File: src/rtl/rv32i_pkg.sv
// Shared RV32I definitions used by the fetch stage.
//   RESET_PC      byte address of the first fetch and base of the imem index
//   INSTR_EBREAK  encoding of ebreak, which halts fetch until a redirect
//   fetch_state_e fetch state machine encoding (FS_RUN, FS_HALT)
//   fetch_entry   one fetch-buffer slot: byte PC plus instruction word
package rv32i_pkg;

    localparam logic [31:0] RESET_PC     = 32'h0040_0000;
    localparam logic [31:0] INSTR_EBREAK = 32'h0010_0073;

    typedef enum logic {
        FS_RUN  = 1'b0,
        FS_HALT = 1'b1
    } fetch_state_e;

    typedef struct packed {
        logic [31:0] pc;
        logic [31:0] instr;
    } fetch_entry;

    // Clear the byte offset so a target always lands on a word boundary.
    function automatic logic [31:0] align_word(input logic [31:0] addr);
        return {addr[31:2], 2'b00};
    endfunction

endpackage

File: src/rtl/fetch_buf2.sv
// Two-entry FIFO of fetch_entry between the fetch PC and decode.
//   clk, rst     clock and synchronous active-high reset
//   push_i       write push_data_i at the tail (ignored when full without pop)
//   pop_i        drop the head (ignored when empty)
//   flush_i      empty the FIFO; wins over push and pop
//   push_data_i  entry to write
//   head_o       registered head slot (holds stale data when empty)
//   count_o      number of valid entries, 0..2
module fetch_buf2
    import rv32i_pkg::*;
(
    input  logic       clk,
    input  logic       rst,
    input  logic       push_i,
    input  logic       pop_i,
    input  logic       flush_i,
    input  fetch_entry push_data_i,
    output fetch_entry head_o,
    output logic [1:0] count_o
);

    fetch_entry slot0_q, slot0_d;
    fetch_entry slot1_q, slot1_d;
    logic [1:0] count_q, count_d;
    logic       do_pop;
    logic       do_push;
    logic       wr_idx;

    always_comb begin
        slot0_d = slot0_q;
        slot1_d = slot1_q;
        count_d = count_q;
        do_pop  = pop_i && (count_q != 2'd0);
        do_push = push_i && ((count_q != 2'd2) || do_pop);
        // Tail index after an optional pop: count - pop, which for the
        // reachable cases (count 0/1 any pop, count 2 with pop) is count[0]^pop.
        wr_idx  = count_q[0] ^ do_pop;

        if (flush_i) begin
            count_d = 2'd0;
        end else begin
            if (do_pop) begin
                slot0_d = slot1_q;
            end
            if (do_push) begin
                if (wr_idx) begin
                    slot1_d = push_data_i;
                end else begin
                    slot0_d = push_data_i;
                end
            end
            count_d = count_q + {1'b0, do_push} - {1'b0, do_pop};
        end
    end

    always_ff @(posedge clk) begin
        if (rst) begin
            slot0_q <= '0;
            slot1_q <= '0;
            count_q <= 2'd0;
        end else begin
            slot0_q <= slot0_d;
            slot1_q <= slot1_d;
            count_q <= count_d;
        end
    end

    assign head_o  = slot0_q;
    assign count_o = count_q;

endmodule

File: src/rtl/fetch_unit.sv
// RV32I instruction fetch stage. Owns the fetch PC, indexes instruction
// memory, and buffers fetched words in a 2-entry FIFO toward decode.
//   clk, rst        clock and synchronous active-high reset
//   imem_addr       word index (fetch_pc - RESET_PC) >> 2, truncated
//   imem_instr      combinational instruction word at imem_addr
//   redirect_valid  load redirect_pc, flush the buffer, resume RUN
//   redirect_pc     byte target; low two bits dropped, flagged if nonzero
//   out_valid       buffer head valid
//   out_ready       decode accepts the head this cycle
//   out_instr       head instruction
//   out_pc, out_pc4 head byte PC and PC + 4
//   misalign_err    sticky, set by a misaligned redirect target
//   halted          fetch is stopped after an ebreak
module fetch_unit
    import rv32i_pkg::*;
#(
    parameter int unsigned IMEM_AW = 20
) (
    input  logic               clk,
    input  logic               rst,
    output logic [IMEM_AW-1:0] imem_addr,
    input  logic [31:0]        imem_instr,
    input  logic               redirect_valid,
    input  logic [31:0]        redirect_pc,
    output logic               out_valid,
    input  logic               out_ready,
    output logic [31:0]        out_instr,
    output logic [31:0]        out_pc,
    output logic [31:0]        out_pc4,
    output logic               misalign_err,
    output logic               halted
);

    fetch_state_e state_q, state_d;
    logic [31:0]  fetch_pc_q, fetch_pc_d;
    logic         misalign_q, misalign_d;
    logic [31:0]  pc_off;
    logic         pop;
    logic         push;
    logic [1:0]   buf_count;
    fetch_entry   head;
    fetch_entry   push_data;

    // Targets below RESET_PC or past the memory simply wrap here.
    assign pc_off    = fetch_pc_q - RESET_PC;
    assign imem_addr = IMEM_AW'(pc_off >> 2);

    assign out_valid = (buf_count != 2'd0);
    assign pop       = out_valid && out_ready;

    always_comb begin
        state_d    = state_q;
        fetch_pc_d = fetch_pc_q;
        misalign_d = misalign_q;
        push       = 1'b0;
        push_data  = '{pc: fetch_pc_q, instr: imem_instr};

        if (redirect_valid) begin
            fetch_pc_d = align_word(redirect_pc);
            state_d    = FS_RUN;
            if (redirect_pc[1:0] != 2'b00) begin
                misalign_d = 1'b1;
            end
        end else if (state_q == FS_RUN && (buf_count != 2'd2 || pop)) begin
            push = 1'b1;
            // ebreak is delivered, but the PC parks on it until a redirect.
            if (imem_instr == INSTR_EBREAK) begin
                state_d = FS_HALT;
            end else begin
                fetch_pc_d = fetch_pc_q + 32'd4;
            end
        end
    end

    always_ff @(posedge clk) begin
        if (rst) begin
            state_q    <= FS_RUN;
            fetch_pc_q <= RESET_PC;
            misalign_q <= 1'b0;
        end else begin
            state_q    <= state_d;
            fetch_pc_q <= fetch_pc_d;
            misalign_q <= misalign_d;
        end
    end

    // A pop coinciding with a redirect is discarded by decode; the flush
    // empties the buffer regardless, so the pop is simply gated off.
    fetch_buf2 u_buf (
        .clk        (clk),
        .rst        (rst),
        .push_i     (push),
        .pop_i      (pop && !redirect_valid),
        .flush_i    (redirect_valid),
        .push_data_i(push_data),
        .head_o     (head),
        .count_o    (buf_count)
    );

    assign out_instr    = head.instr;
    assign out_pc       = head.pc;
    assign out_pc4      = head.pc + 32'd4;
    assign misalign_err = misalign_q;
    assign halted       = (state_q == FS_HALT);

endmodule

File: config.mk
export PLATFORM = sky130hd
export DESIGN_NAME = fetch_unit
export DESIGN_NICKNAME = d
export VERILOG_FILES = /design/src/rtl/rv32i_pkg.sv /design/src/rtl/fetch_buf2.sv /design/src/rtl/fetch_unit.sv
export SDC_FILE = /design/constraint.sdc
export NUM_CORES = 1
export LEC_CHECK = 0
export BUFFER_PORTS_ARGS = -buffer_cell sky130_fd_sc_hd__clkbuf_2
export CAP_MARGIN = 25
export CELL_PAD_IN_SITES_DETAIL_PLACEMENT = 2
export CELL_PAD_IN_SITES_GLOBAL_PLACEMENT = 2
export CORE_MARGIN = 5
export CORE_UTILIZATION = 28
export DETAILED_ROUTE_END_ITERATION = 10
export PLACE_DENSITY = 0.82
export SLEW_MARGIN = 0
export SYNTH_ARGS = -nofsm -noshare
export SYNTH_HDL_FRONTEND = slang
export SYNTH_SLANG_ARGS = --single-unit
File: constraint.sdc
create_clock -name clk -period 2.1 [get_ports clk]
set_clock_uncertainty 0.05 [all_clocks]
set_input_delay 0.105 -clock clk [delete_from_list [all_inputs] [get_ports clk]]
set_output_delay 0.105 -clock clk [all_outputs]
set_load 0.03 [all_outputs]
# Word level (Yosys, flattened, before mapping)
# Index checks and enable logic that the tools add are counted.
# Widths: inputs -> output; s select.
[totals]
wordCells = 46
inputBits = 68
ff_bits = 164
[classes]
muxes = 8
reduce_logical = 17
n_bitwise = 4
addsub = 5
eq_ne = 3
[ops]
columns = ["cell", "n"]
rows = [
  ["$mux 64", 3],
  ["$mux 32", 3],
  ["$add 32x3->32 const B", 2],
  ["$eq 32x21->1 const B", 1],
  ["$sub 22x1->22 const B", 1],
  ["$reduce_and 2->1", 4],
  ["$reduce_bool 2->1", 3],
  ["$logic_and 1x1->1", 5],
  ["$ne 2x2->1 const B", 2],
  ["$not 1->1", 3],
  ["$reduce_and 3->1", 1],
  ["$add 2x1->2", 1],
  ["$logic_or 1x1->1", 2],
  ["$mux 1", 2],
  ["$reduce_or 2->1", 1],
  ["$sub 2x1->2", 1],
  ["$logic_not 1->1", 1],
  ["$xor 1x1->1", 1],
]

# Depth between registers and ports, before layout
[logic_depth]
word_depth = 9
mapped_depth = 7
ltp_nobuf = 6

# Hierarchy
# From an unflattened synthesis, not the netlist that was laid out.
[hier_totals]
hier_cells = 1086
hier_area_um2 = 9349.0
[by_module_without_submodules]
columns = ["mod", "n_inst", "cells_each", "area_each_um2"]
rows = [
  ["fetch_buf2", 1, 748, 6727.7],
  ["fetch_unit", 1, 338, 2621.3],
]

# Worst setup path after synthesis
# No wires, ideal clock.
[synth_path]
path_kind = "register -> output"
start = "register u_buf.slot0_q (netlist bit u_buf.head_o[43])"
end = "output out_pc4[31]"
path_slack_ns = -0.305
arrival_time_ns = 2.250
stages_incl_launch_ff = 6
required_ns = 1.945
n_path_buf = 0
cell_sequence = "dfxtp_1 nand4_1 nor3_1 nand3_1 nor3_1 xor2_1"
[synth_via]
elab_chain_cells = 1
[synth_rtl]
columns = ["element", "line_no", "source"]
rows = [
  ["start: declaration", "fetch_buf2.sv:22", "fetch_entry slot0_q, slot0_d;"],
  ["start signal: assignment", "fetch_buf2.sv:62", "slot0_q <= slot0_d;"],
  ["$add 32x3->32", "fetch_unit.sv:102", "assign out_pc4 = head.pc + 32'd4;"],
  ["end: declaration", "fetch_unit.sv:29", "output logic [31:0] out_pc4,"],
]
# No other way between the ends.

# Worst setup path after layout
[layout_path]
start = "register u_buf.slot0_q (netlist bit u_buf.head_o[48])"
end = "output out_pc4[29]"
# Same word-level chain as after synthesis.

==> parameters.txt <==
Parameter                              Value

Timing
  Worst setup slack after layout ... -0.135 ns
  Unrepaired setup endpoints after global routing ... true
  Total negative slack ... -0.881 ns
  Actual transition at the worst max-transition pin ... 0.657 ns
  Min Clock Period, post-route ... 2.24 ns
  Headroom to the max-slew limit ... 0.562
  Max-slew violation count ... 0
  Tcrit/Tclk final ... 1.06
  Final setup violation count ... 18
  Final hold violation count ... 0
  Highest attainable clock frequency ... 0.447 GHz

Synthesis
  Average size of a mapped cell ... 8.41 µm²
  Mapped Nets ... 986
  Number of enable-type register cells in the synthesized netlist ... 0
  Area share of the largest cell type after synthesis ... 0.416
  Top post-synthesis cells by area ... sky130_fd_sc_hd__dfxtp_1 (42%), sky130_fd_sc_hd__mux2i_1 (8.6%), sky130_fd_sc_hd__a211oi_1 (7.7%)
  Warnings from Yosys ... 0
  Synth area leader ... sky130_fd_sc_hd__dfxtp_1
  Number of synthesized register bits ... 160
  Most frequent cells after synthesis ... sky130_fd_sc_hd__dfxtp_1 (160), sky130_fd_sc_hd__nand2_1 (144), sky130_fd_sc_hd__nor2_1 (101), sky130_fd_sc_hd__a211oi_1 (79), sky130_fd_sc_hd__a21oi_1 (71)
  Async S/R FF share, synth ... 0
  Summed instance area of the synthesized netlist ... 0.00770 mm²
  Count of mapped cells out of synthesis ... 916
  Top-count cell post-synth ... sky130_fd_sc_hd__dfxtp_1
  Share of the yosys chip area belonging to registers ... 0.416
  Count of cell types in the netlist ... 56
  Primary flip-flop cell chosen by synthesis mapping ... sky130_fd_sc_hd__dfxtp_1

Setup path
  Worst reg2reg path depth ... 5
  Type of element launching the critical path ... register
  Launching instance or port of the critical path ... u_buf.head_o[48]
  Critical path endpoint ... out_pc4[29]
  CP endpoint kind ... output pin
  Kind of critical path ... register to output pin
  Critical register-to-register path endpoint ... fetch_pc_q[11]
  Maximum fanout encountered on the critical timing path ... 3
  Worst Path Arrival ... 2.08 ns
  Register-to-register path setup slack ... -0.05 ns
  Source of the worst register-to-register timing path ... u_buf.count_o[1]
  Req. time, crit path ... 1.95 ns

GRT
  Grt total ovfl ... 0
  Overall track demand over capacity in global routing ... 0.213
  Global-route wire length before repair ... 52,000 µm
  Maximum number of pins on one net before global-route repair ... 86
  Via count of the first global-routing pass ... 8,968
  Initial antenna violation count ... 2

Clock network
  H-Tree Level Count ... 4
  Clock sink total ... 160
  Source-to-sink clock delay at the later pin of the worst-skew pair ... 0.44 ns
  Clock tree from TritonCTS ... built
  Clk pin slew, worst setup/hold paths ... 0.07 ns
  Worst-case clock buffer depth ... 2
  CTS Root Cell ... sky130_fd_sc_hd__clkbuf_16
  Cts bufs inserted ... 17

Place
  GPL Wtd Cong ... 0.767
  Port Buffer Count ... 186
  DP Area ... 0.00943 mm²
  Post-DP HPWL ... 20,600 µm

Final layout
  Count of fill cells added during filler insertion ... 2,922
  Post-route cell area ... 0.0113 mm²
  Antenna diodes ... 0
  Multi-input gate area in the final layout ... 0.00444 mm²
  NumNets Final ... 1,250
  Fraction of layout instances using a drive strength above 1 ... 0.341
  Seq. cell area ... 0.00323 mm²
  Area added between synthesis and finish ... 46.0%

Die
  Cell Rows ... 60
  Die boundary width ... 176 µm
  Initial core utilization ... 0.285
  Total core area ... 0.0270 mm²
  Die area ... 0.0309 mm²
  Y dimension of the die ... 176 µm
  Total I/O pin count ... 187

Power
  Leakage power summed over all cells ... 4.33 nW
  Max IR drop VDD ... 0.422 mV
  Power density of the placed cells ... 736 mW/mm²

Routing
  Number of DRC markers after the initial detailed-route iteration ... 314
  Number of remaining DRC errors ... 0
  Antenna-violating nets left ... 0
  Number of vias per cell ... 5.25
  Aggregate routed wire length ... 35,100 µm
  DR pass1 iterations ... 4
  Avg WL per Cell ... 22.9 µm
  Count of vias placed by the detailed router ... 8,056

Run status
  Violated checks ... negative setup slack
  Run status ... complete, but fails checks

Worst hold path
  Worst hold path type ... input pin to register

Flow run
  MaxCap Viol Count ... 0
==> worst max-delay path: stages, from the launching register on <==
cell and delay (ns):
sky130_fd_sc_hd__dfxtp_1 0.37, sky130_fd_sc_hd__nand4_1 0.18, sky130_fd_sc_hd__nor3_2 0.19, sky130_fd_sc_hd__buf_4 0.19, sky130_fd_sc_hd__nand3_4 0.11, sky130_fd_sc_hd__buf_6 0.16, sky130_fd_sc_hd__nor2_4 0.11, sky130_fd_sc_hd__xor2_2 0.15
sky130_fd_sc_hd__clkbuf_8 0.17
==> per-layer routing <==
layer	track usage	routed length [µm]
met5	0	32
met4	0.0556	700
met3	0.0454	1380
met2	0.400	18500
met1	0.244	14500
==> cell type report <==
| cell class | count | area share |
|---|---|---|
| multi-input cells | 652 | 0.394 |
| flip-flops and latches | 160 | 0.287 |
| repair buffers | 337 | 0.224 |
| clock buffers | 18 | 0.0390 |
| well taps | 341 | 0.0379 |
| clock inverters | 14 | 0.0138 |
| inverters | 12 | 0.00400 |
==> registers in the layout (all words and copies together), names as in the netlist <==
name	flops
misalign_err	1
u_buf.head_o	64
u_buf.count_o	2
fetch_pc_q	30
halted	1
u_buf.slot1_q	62
==> timing repair <==
| item | in CTS | in global routing |
|---|---|---|
| pin swaps | 21 | 27 |
| hold buffers | 61 | 0 |
| setup endpoints to repair | 28 | 42 |
| setup buffers | 9 | 5 |
| endpoints found under the hold margin | 90 | 0 |
| resized for setup | 75 | 75 |
==> layout by cell type (no fill, tap or decap), types with 9 or more instances in the layout <==
cell                            count
sky130_fd_sc_hd__xnor2_2            9
sky130_fd_sc_hd__dfxtp_2           12
sky130_fd_sc_hd__buf_12            11
sky130_fd_sc_hd__clkbuf_16         17
sky130_fd_sc_hd__mux2i_1           66
sky130_fd_sc_hd__buf_6             13
sky130_fd_sc_hd__a211oi_1          77
sky130_fd_sc_hd__nand4_1           18
sky130_fd_sc_hd__nand2_1          139
sky130_fd_sc_hd__o21ai_0            9
sky130_fd_sc_hd__inv_1             11
sky130_fd_sc_hd__nand3_1           11
sky130_fd_sc_hd__nor2_1            93
sky130_fd_sc_hd__buf_4             84
sky130_fd_sc_hd__xnor2_1           18
sky130_fd_sc_hd__clkbuf_2         161
sky130_fd_sc_hd__dfxtp_1          144
sky130_fd_sc_hd__dlygate4sd3_1     60
sky130_fd_sc_hd__a21oi_1           70
==> worst min path at each step <==
stage	start	endpoint	slack, ns	cells after the start
floorplan	redirect_pc[25]	fetch_pc_q[25]	0.16	2
global placement	redirect_pc[25]	fetch_pc_q[25]	0.30	3
detailed placement	redirect_pc[25]	fetch_pc_q[25]	0.31	3
CTS	imem_instr[7]	u_buf.slot1_q[7]	0.003	4
global route	imem_instr[7]	u_buf.slot1_q[7]	0.02	4
finish	imem_instr[7]	u_buf.slot1_q[7]	0.01	4
==> metrics by stage <==
stage	utilization	std cells	worst slack (ns)	hold slack (ns)	total power, mW
floorplan	-	916	0.000730	0.164	4.28
global placement	0.349	1430	0.0271	0.304	4.80
detailed placement	0.349	1430	-0.0733	0.308	4.85
CTS	0.406	1532	-0.0975	0.00276	8.23
global route	0.416	1534	-0.204	0.0157	8.62
finish	0.416	1534	-0.135	0.0120	8.29
==> kinds of logic (layout without fill, tap and decap cells) <==
logic type | Yosys count | in the layout | share of synthesized area
compound gates | 192 | 192 | 0.167
flops | 160 | 160 | 0.416
simple gates | 352 | 352 | 0.216
xor+xnor | 38 | 38 | 0.0432
buf+inv | 104 | 381 | 0.0656
mux | 68 | 68 | 0.0892
fa+ha+maj | 2 | 2 | 0.00325
==> power breakdown <==
| group | switching, mW | leakage, nW | internal [mW] | total, mW |
|---|---|---|---|---|
| logic | 1.05 | 2.73 | 0.618 | 1.67 |
| registers | 0.148 | 1.32 | 3.21 | 3.35 |
| clock network | 1.46 | 0.276 | 1.80 | 3.26 |
Power figures use the tool's default switching activity.
